`config.mk`:
```
export PLATFORM = sky130hd
export DESIGN_NAME = acc_core_param_flat
export DESIGN_NICKNAME = d
export VERILOG_FILES = /design/src/rtl/acc_core_param_if.sv /design/src/rtl/acc_core_param.sv /design/src/flat_wrapper.sv
export SDC_FILE = /design/constraint.sdc
export NUM_CORES = 1
export LEC_CHECK = 0
export CAP_MARGIN = 20
export CORE_ASPECT_RATIO = 1.4
export CORE_MARGIN = 2
export CORE_UTILIZATION = 24
export CTS_CLUSTER_DIAMETER = 120
export CTS_CLUSTER_SIZE = 20
export DETAILED_ROUTE_END_ITERATION = 6
export PLACE_DENSITY_LB_ADDON = 0.1
export SLEW_MARGIN = 20
export SYNTH_ARGS = -nofsm -noshare
export SYNTH_HDL_FRONTEND = slang
export SYNTH_SLANG_ARGS = --single-unit
```
`constraint.sdc`:
```
create_clock -name CLK -period 4.8 [get_ports CLK]
set_input_delay 0.48 -clock CLK [delete_from_list [all_inputs] [get_ports CLK]]
set_output_delay 0.48 -clock CLK [all_outputs]
set_load 0.01 [all_outputs]
```
`src/rtl/acc_core_param_if.sv`:
```
// Instruction handshake, status and debug-read bundle between the feed logic and acc_core_param.
interface acc_core_param_if #(
  parameter int DATA_W = 8,
  parameter int NREGS  = 8,
  parameter int PC_W   = 9
) ();
  localparam int RA      = $clog2(NREGS);
  localparam int INSTR_W = 4 + 2 * RA + DATA_W;

  logic [INSTR_W-1:0] INSTRUCTION;
  logic               write_en;
  logic               ready;
  logic [PC_W-1:0]    PC;
  logic [DATA_W-1:0]  result;
  logic               result_valid;
  logic               zero;
  logic               carry;
  logic               halted;
  logic [RA-1:0]      dbg_addr;
  logic [DATA_W-1:0]  dbg_data;

  // Instruction feeder / debug reader side
  modport master (
    output INSTRUCTION, write_en, dbg_addr,
    input  ready, PC, result, result_valid, zero, carry, halted, dbg_data
  );

  // Core side
  modport slave (
    input  INSTRUCTION, write_en, dbg_addr,
    output ready, PC, result, result_valid, zero, carry, halted, dbg_data
  );
endinterface

```
`src/rtl/acc_core_param.sv`:
```
// Parametrised accumulator-style CPU core: register file, ALU, PC and a
// two-cycle accept/execute FSM with a terminal HALT state.
module acc_core_param #(
  parameter int DATA_W  = 8,
  parameter int NREGS   = 8,
  parameter int PC_W    = 9,
  parameter int PC_STEP = 4
) (
  input logic              CLK,
  input logic              RESET,
  acc_core_param_if.slave  bus
);
  localparam int RA      = $clog2(NREGS);
  localparam int SW      = $clog2(DATA_W);
  localparam int INSTR_W = 4 + 2 * RA + DATA_W;

  localparam logic [1:0] S_IDLE = 2'd0;
  localparam logic [1:0] S_EXEC = 2'd1;
  localparam logic [1:0] S_HALT = 2'd2;

  localparam logic [3:0] OP_LOADI = 4'd0;
  localparam logic [3:0] OP_MOV   = 4'd1;
  localparam logic [3:0] OP_ADD   = 4'd2;
  localparam logic [3:0] OP_SUB   = 4'd3;
  localparam logic [3:0] OP_AND   = 4'd4;
  localparam logic [3:0] OP_OR    = 4'd5;
  localparam logic [3:0] OP_SRL   = 4'd6;
  localparam logic [3:0] OP_ADDI  = 4'd7;
  localparam logic [3:0] OP_HALT  = 4'd8;

  localparam logic [DATA_W:0] ONE_X   = 1;
  localparam logic [PC_W-1:0] PC_INCR = PC_W'(PC_STEP);

  logic [1:0]         state;
  logic [PC_W-1:0]    pc;
  logic [DATA_W-1:0]  result_q;
  logic               result_vld;
  logic               zero_q;
  logic               carry_q;
  logic [DATA_W-1:0]  regs [NREGS];

  logic [INSTR_W-1:0] instr_p0;
  logic [3:0]         op_p0;
  logic [RA-1:0]      rd_p0;
  logic [RA-1:0]      rs1_p0;
  logic [RA-1:0]      rs2_p0;
  logic [DATA_W-1:0]  opnd_p0;

  logic [DATA_W-1:0]  op_a;
  logic [DATA_W-1:0]  op_b;
  logic [DATA_W:0]    ext_c;
  logic               wr_en_c;
  logic [DATA_W-1:0]  wr_val_c;
  logic               c_upd_c;
  logic               c_val_c;
  logic               halt_c;
  logic               accept;

  // Only an idle core takes an instruction; write_en in any other state is dropped.
  assign accept = (state == S_IDLE) && bus.write_en;

  assign op_p0   = instr_p0[INSTR_W-1 -: 4];
  assign rd_p0   = instr_p0[INSTR_W-5 -: RA];
  assign rs1_p0  = instr_p0[DATA_W+RA-1 -: RA];
  assign opnd_p0 = instr_p0[DATA_W-1:0];
  assign rs2_p0  = opnd_p0[RA-1:0];

  // ---- stage p0: instruction latch (data only, no reset needed) ----
  // Capture the accepted instruction for the following EXEC cycle.
  always_ff @(posedge CLK) begin
    if (accept) begin
      instr_p0 <= bus.INSTRUCTION;
    end
  end

  // ---- stage p1: execute, operands read from the current register contents ----
  // Decode the latched instruction into a write value, flag updates and halt request.
  always_comb begin
    op_a     = regs[rs1_p0];
    op_b     = regs[rs2_p0];
    ext_c    = '0;
    wr_en_c  = 1'b0;
    wr_val_c = '0;
    c_upd_c  = 1'b0;
    c_val_c  = 1'b0;
    halt_c   = 1'b0;
    case (op_p0)
      OP_LOADI: begin
        wr_en_c  = 1'b1;
        wr_val_c = opnd_p0;
      end
      OP_MOV: begin
        wr_en_c  = 1'b1;
        wr_val_c = op_b;
      end
      OP_ADD: begin
        ext_c    = {1'b0, op_a} + {1'b0, op_b};
        wr_en_c  = 1'b1;
        wr_val_c = ext_c[DATA_W-1:0];
        c_upd_c  = 1'b1;
        c_val_c  = ext_c[DATA_W];
      end
      OP_SUB: begin
        // Carry out of a + ~b + 1 is the "no borrow" bit, i.e. a >= b unsigned.
        ext_c    = {1'b0, op_a} + {1'b0, ~op_b} + ONE_X;
        wr_en_c  = 1'b1;
        wr_val_c = ext_c[DATA_W-1:0];
        c_upd_c  = 1'b1;
        c_val_c  = ext_c[DATA_W];
      end
      OP_AND: begin
        wr_en_c  = 1'b1;
        wr_val_c = op_a & op_b;
      end
      OP_OR: begin
        wr_en_c  = 1'b1;
        wr_val_c = op_a | op_b;
      end
      OP_SRL: begin
        wr_en_c  = 1'b1;
        wr_val_c = op_a >> opnd_p0[SW-1:0];
      end
      OP_ADDI: begin
        ext_c    = {1'b0, op_a} + {1'b0, opnd_p0};
        wr_en_c  = 1'b1;
        wr_val_c = ext_c[DATA_W-1:0];
        c_upd_c  = 1'b1;
        c_val_c  = ext_c[DATA_W];
      end
      OP_HALT: begin
        halt_c = 1'b1;
      end
      default: begin
      end
    endcase
  end

  // ---- stage p1 -> architectural state: FSM, PC, register file, flags, result ----
  // Sequence IDLE -> EXEC -> IDLE/HALT and retire the executed instruction.
  always_ff @(posedge CLK) begin
    if (RESET) begin
      state      <= S_IDLE;
      pc         <= '0;
      result_q   <= '0;
      result_vld <= 1'b0;
      zero_q     <= 1'b0;
      carry_q    <= 1'b0;
      for (int i = 0; i < NREGS; i++) begin
        regs[i] <= '0;
      end
    end else begin
      result_vld <= 1'b0;
      case (state)
        S_IDLE: begin
          if (accept) begin
            state <= S_EXEC;
          end
        end
        S_EXEC: begin
          if (halt_c) begin
            state <= S_HALT;
          end else begin
            state <= S_IDLE;
            pc    <= pc + PC_INCR;
            if (wr_en_c) begin
              regs[rd_p0] <= wr_val_c;
              result_q    <= wr_val_c;
              result_vld  <= 1'b1;
              zero_q      <= (wr_val_c == '0);
            end
            if (c_upd_c) begin
              carry_q <= c_val_c;
            end
          end
        end
        S_HALT: begin
          state <= S_HALT;
        end
        default: begin
          state <= S_IDLE;
        end
      endcase
    end
  end

  assign bus.ready        = (state == S_IDLE);
  assign bus.halted       = (state == S_HALT);
  assign bus.PC           = pc;
  assign bus.result       = result_q;
  assign bus.result_valid = result_vld;
  assign bus.zero         = zero_q;
  assign bus.carry        = carry_q;
  assign bus.dbg_data     = regs[bus.dbg_addr];

endmodule

```
`src/flat_wrapper.sv`:
```
// flat-port wrapper written by rule: the top's interface ports become plain ports
module acc_core_param_flat 
#(
  parameter int DATA_W  = 8,
  parameter int NREGS   = 8,
  parameter int PC_W    = 9,
  parameter int PC_STEP = 4
)
  (CLK, RESET, bus_INSTRUCTION, bus_write_en, bus_dbg_addr, bus_ready, bus_PC, bus_result, bus_result_valid, bus_zero, bus_carry, bus_halted, bus_dbg_data);
  acc_core_param_if #(.DATA_W(DATA_W), .NREGS(NREGS), .PC_W(PC_W)) bus_i ();
  input logic CLK;
  input logic RESET;
  input wire logic [$bits(bus_i.INSTRUCTION)-1:0] bus_INSTRUCTION;
  input wire logic [$bits(bus_i.write_en)-1:0] bus_write_en;
  input wire logic [$bits(bus_i.dbg_addr)-1:0] bus_dbg_addr;
  output wire logic [$bits(bus_i.ready)-1:0] bus_ready;
  output wire logic [$bits(bus_i.PC)-1:0] bus_PC;
  output wire logic [$bits(bus_i.result)-1:0] bus_result;
  output wire logic [$bits(bus_i.result_valid)-1:0] bus_result_valid;
  output wire logic [$bits(bus_i.zero)-1:0] bus_zero;
  output wire logic [$bits(bus_i.carry)-1:0] bus_carry;
  output wire logic [$bits(bus_i.halted)-1:0] bus_halted;
  output wire logic [$bits(bus_i.dbg_data)-1:0] bus_dbg_data;
  assign bus_i.INSTRUCTION = bus_INSTRUCTION;
  assign bus_i.write_en = bus_write_en;
  assign bus_i.dbg_addr = bus_dbg_addr;
  assign bus_ready = bus_i.ready;
  assign bus_PC = bus_i.PC;
  assign bus_result = bus_i.result;
  assign bus_result_valid = bus_i.result_valid;
  assign bus_zero = bus_i.zero;
  assign bus_carry = bus_i.carry;
  assign bus_halted = bus_i.halted;
  assign bus_dbg_data = bus_i.dbg_data;
  acc_core_param #(.DATA_W(DATA_W), .NREGS(NREGS), .PC_W(PC_W), .PC_STEP(PC_STEP)) u_core (.CLK(CLK), .RESET(RESET), .bus(bus_i));
endmodule
```
==> metrics.txt, run 1 <==
most common cell in the netlist nor2_1; final count of negative-setup-slack endpoints 0; main combinational cell family by area after synthesis multiplexers; Synth Flop Type edfxtp_1; Rel. slew slack 38.28%; Top Metal Used met4; GR Overflow Total 0; P&R area growth vs syn 16.96%; dpl ws 0.5267 ns; Storage cell area 0.002983 mm2; post-route ant nets 0; Async SR Flop Fraction 0%; CP Max Fanout 9; buffer and inverter count on the worst path 0; Post-Syn Area 0.007423 mm2; synthesized area per cell 11.51 um2; max incr delay on CP 0.66 ns; number of global-route vias before repair 5,870; Post-Synth Simple-Gate Area 14.43%; met2 routed WL 13.92 mm; Max clock buf depth 2; post-synthesis cell count 645; routed length on met3 836 um; vias per cell 5.220; Remaining DRCs 0; CTS tree done; Root Driver clkbuf_16; setup TNS 0 ns; clock slew at reported path FFs 0.08 ns; design area 0.008682 mm2; max-slew violation count 0; I/O pin count 54; Period minus WS final 4.217 ns; xor/xnor share of the synthesized area 1.180%; PD cells 316.9 mW/mm2; worst vdd ir 160.4 uV; post-CTS setup buffers 0; Initial Util 24.24%; f_max 237.1 MHz; Core ar. 0.03062 mm2; Slowest cell on crit path a2111oi_0; wire per inst 23.18 um; Hold WC Path Type reg2reg; Placed Area 0.008363 mm2; leakage power total 3.061 nW; CTS buffer count 9; share of cells above drive strength 1 18.30%; unrepaired setup endpoints after global routing no; NumNets Final 749; global placement routability congestion 0.8439; crit-path cells mux4_2, mux2i_1, ha_1, or2_2, a2111oi_0, o22ai_1, a21oi_1, xor2_1, o21a_1, nor2_1; GRT Resource Usage Total 15.64%; area occupied by multi-input gates 0.004123 mm2; largest net degree at the start of global routing 28; final clock skew 0.01083 ns; mux cell area share after synthesis 21.81%; CTS sink count 108; synth top area cells edfxtp_1 33%, mux4_2 15%, dfxtp_1 7.0%; final wirelength 25.13 mm; Slew @ Worst Pin 0.9229 ns; compound-cell area share of the yosys netlist 11.56%; synthesis-stage register bit count 108; Post-CTS Resized 0; outcome completed; via count 5,658; crit start category flip-flop; Post-synth EDFFs 82; initial antenna violation count 0; clk_lat worst skew 0.37 ns; first-pass GRT wire length 37.74 mm; post-synth top area cell edfxtp_1; fillers 3,185; Distinct cells, synth 77; Final WS setup 0.5831 ns; Die Span X 152.6 um; endpoint type of the worst setup path flip-flop; share of the synthesized area in the top cell type 33.17%; Req. time, crit path 4.91 ns; site row count 76; CP Class reg2reg; critical path arrival 4.33 ns; Fin. Hold Viols 0; Synth warnings 0; # diodes 0; sequential share of the synthesized area 40.18%; IO buf count 51; Final Cycle Share 87.85%; max-cap violation count 0; wl on met1 9.578 mm; die height 212.1 um; Adder-Cell Fraction of Synth Area 6.371%; initial detailed-routing violation count 518; synth cell count leaders 105 x nor2_1, 82 x edfxtp_1, 48 x mux4_2, 33 x ha_1, 27 x inv_1; post-layout util 28.35%; Largest delay share family, worst path compound AO/OA/AOI/OAI gates; H-Tree Depth 3; DR pass1 iterations 5; full die area 0.03237 mm2; hpwl dp 19.88 mm; Hold-fix buffers, CTS 0
metrics by stage:
stage / cells / power, mW / hold WS [ns]
floorplan: 646 / 1.691 / 0.4495
global placement: 1068 / 1.972 / 0.4576
detailed placement: 1068 / 1.970 / 0.4726
CTS: 1084 / 2.783 / 0.4966
global route: 1084 / 2.893 / 0.5118
finish: 1084 / 2.751 / 0.4857
layout by cell type, fill, tap and decap left out, drive strengths merged, types with 18 or more instances in the layout:
cell type / synthesis / final
o21ai: 20 / 20
buf: 19 / 19
mux4: 50 / 50
inv: 31 / 34
edfxtp: 82 / 82
mux2: 22 / 22
nand2: 21 / 21
mux2i: 21 / 21
dfxtp: 26 / 26
ha: 33 / 33
nor2: 106 / 106
a21oi: 18 / 18
clkdlybuf4s50: 0 / 51
cell type report:
| class | count | area share (%) |
|---|---|---|
| Tap cell | 390 | 5.620 |
| Inverter | 31 | 1.340 |
| Sequential cell | 108 | 34.36 |
| Clock buffer | 9 | 2.594 |
| Clock inverter | 7 | 1.081 |
| Timing Repair Buffer | 70 | 7.523 |
| Multi-Input combinational cell | 469 | 47.49 |
path summary, 6_finish.rpt:
check	start	endpoint	slack, ns	cells past startpoint
worst max-delay path	flip-flop	u_core.regs[7][7]$_SDFFCE_PN0P_	0.58	10
worst min-delay path	u_core.instr_p0[8]$_DFFE_PP_	flip-flop	0.49	1
worst max register to register	flip-flop	u_core.regs[7][7]$_SDFFCE_PN0P_	0.58	10
worst min register to register	u_core.instr_p0[8]$_DFFE_PP_	flip-flop	0.49	1
layer usage:
layer  up-vias  global-route usage [%]
met2       202                   30.76
met5         -                       0
li1       2549                       -
met4         0                   6.386
met1      2870                   17.05
met3        37                   1.488
power breakdown:
group / internal [mW] / leakage, nW / total [mW] / switching, mW
Combinational: 0.365 / 1.86 / 0.853 / 0.489
Sequential: 1.05 / 1.05 / 1.10 / 0.0502
Clock: 0.420 / 0.153 / 0.803 / 0.383
Total: 1.83 / 3.06 / 2.75 / 0.922
worst reg2reg max path, stage by stage (launching register included):
cell and delay, ns:
dfxtp_1 0.59, mux4_2 0.58, mux2i_1 0.36, ha_1 0.37
or2_2 0.33, a2111oi_0 0.66, o22ai_1 0.19, a21oi_1 0.21
xor2_1 0.25, o21a_1 0.35, nor2_1 0.08
cells by family after synthesis:
logic type / count (synthesis)
compound gates: 119
xor+xnor: 10
mux: 93
simple gates: 209
buf+inv: 69
other cells: 1
fa+ha+maj: 36
flops: 108
state kept, by name, summed over array words and instances, names as in the netlist, named ones only:
| register | count |
|---|---|
| u_core.bus.PC | 7 |
| u_core.regs | 64 |
| u_core.instr_p0 | 18 |
| u_core.state | 2 |
| u_core.bus.result_valid | 1 |
| u_core.bus.result | 8 |
| u_core.bus.zero | 1 |
| u_core.bus.carry | 1 |
Power figures use the tool's default switching activity.
==> run 2, diff against run 1 <==
- CTS_CLUSTER_DIAMETER: 120 -> default
==> results of run 2 <==
The final DEF is identical to that of run 1; final timing and power are the same.
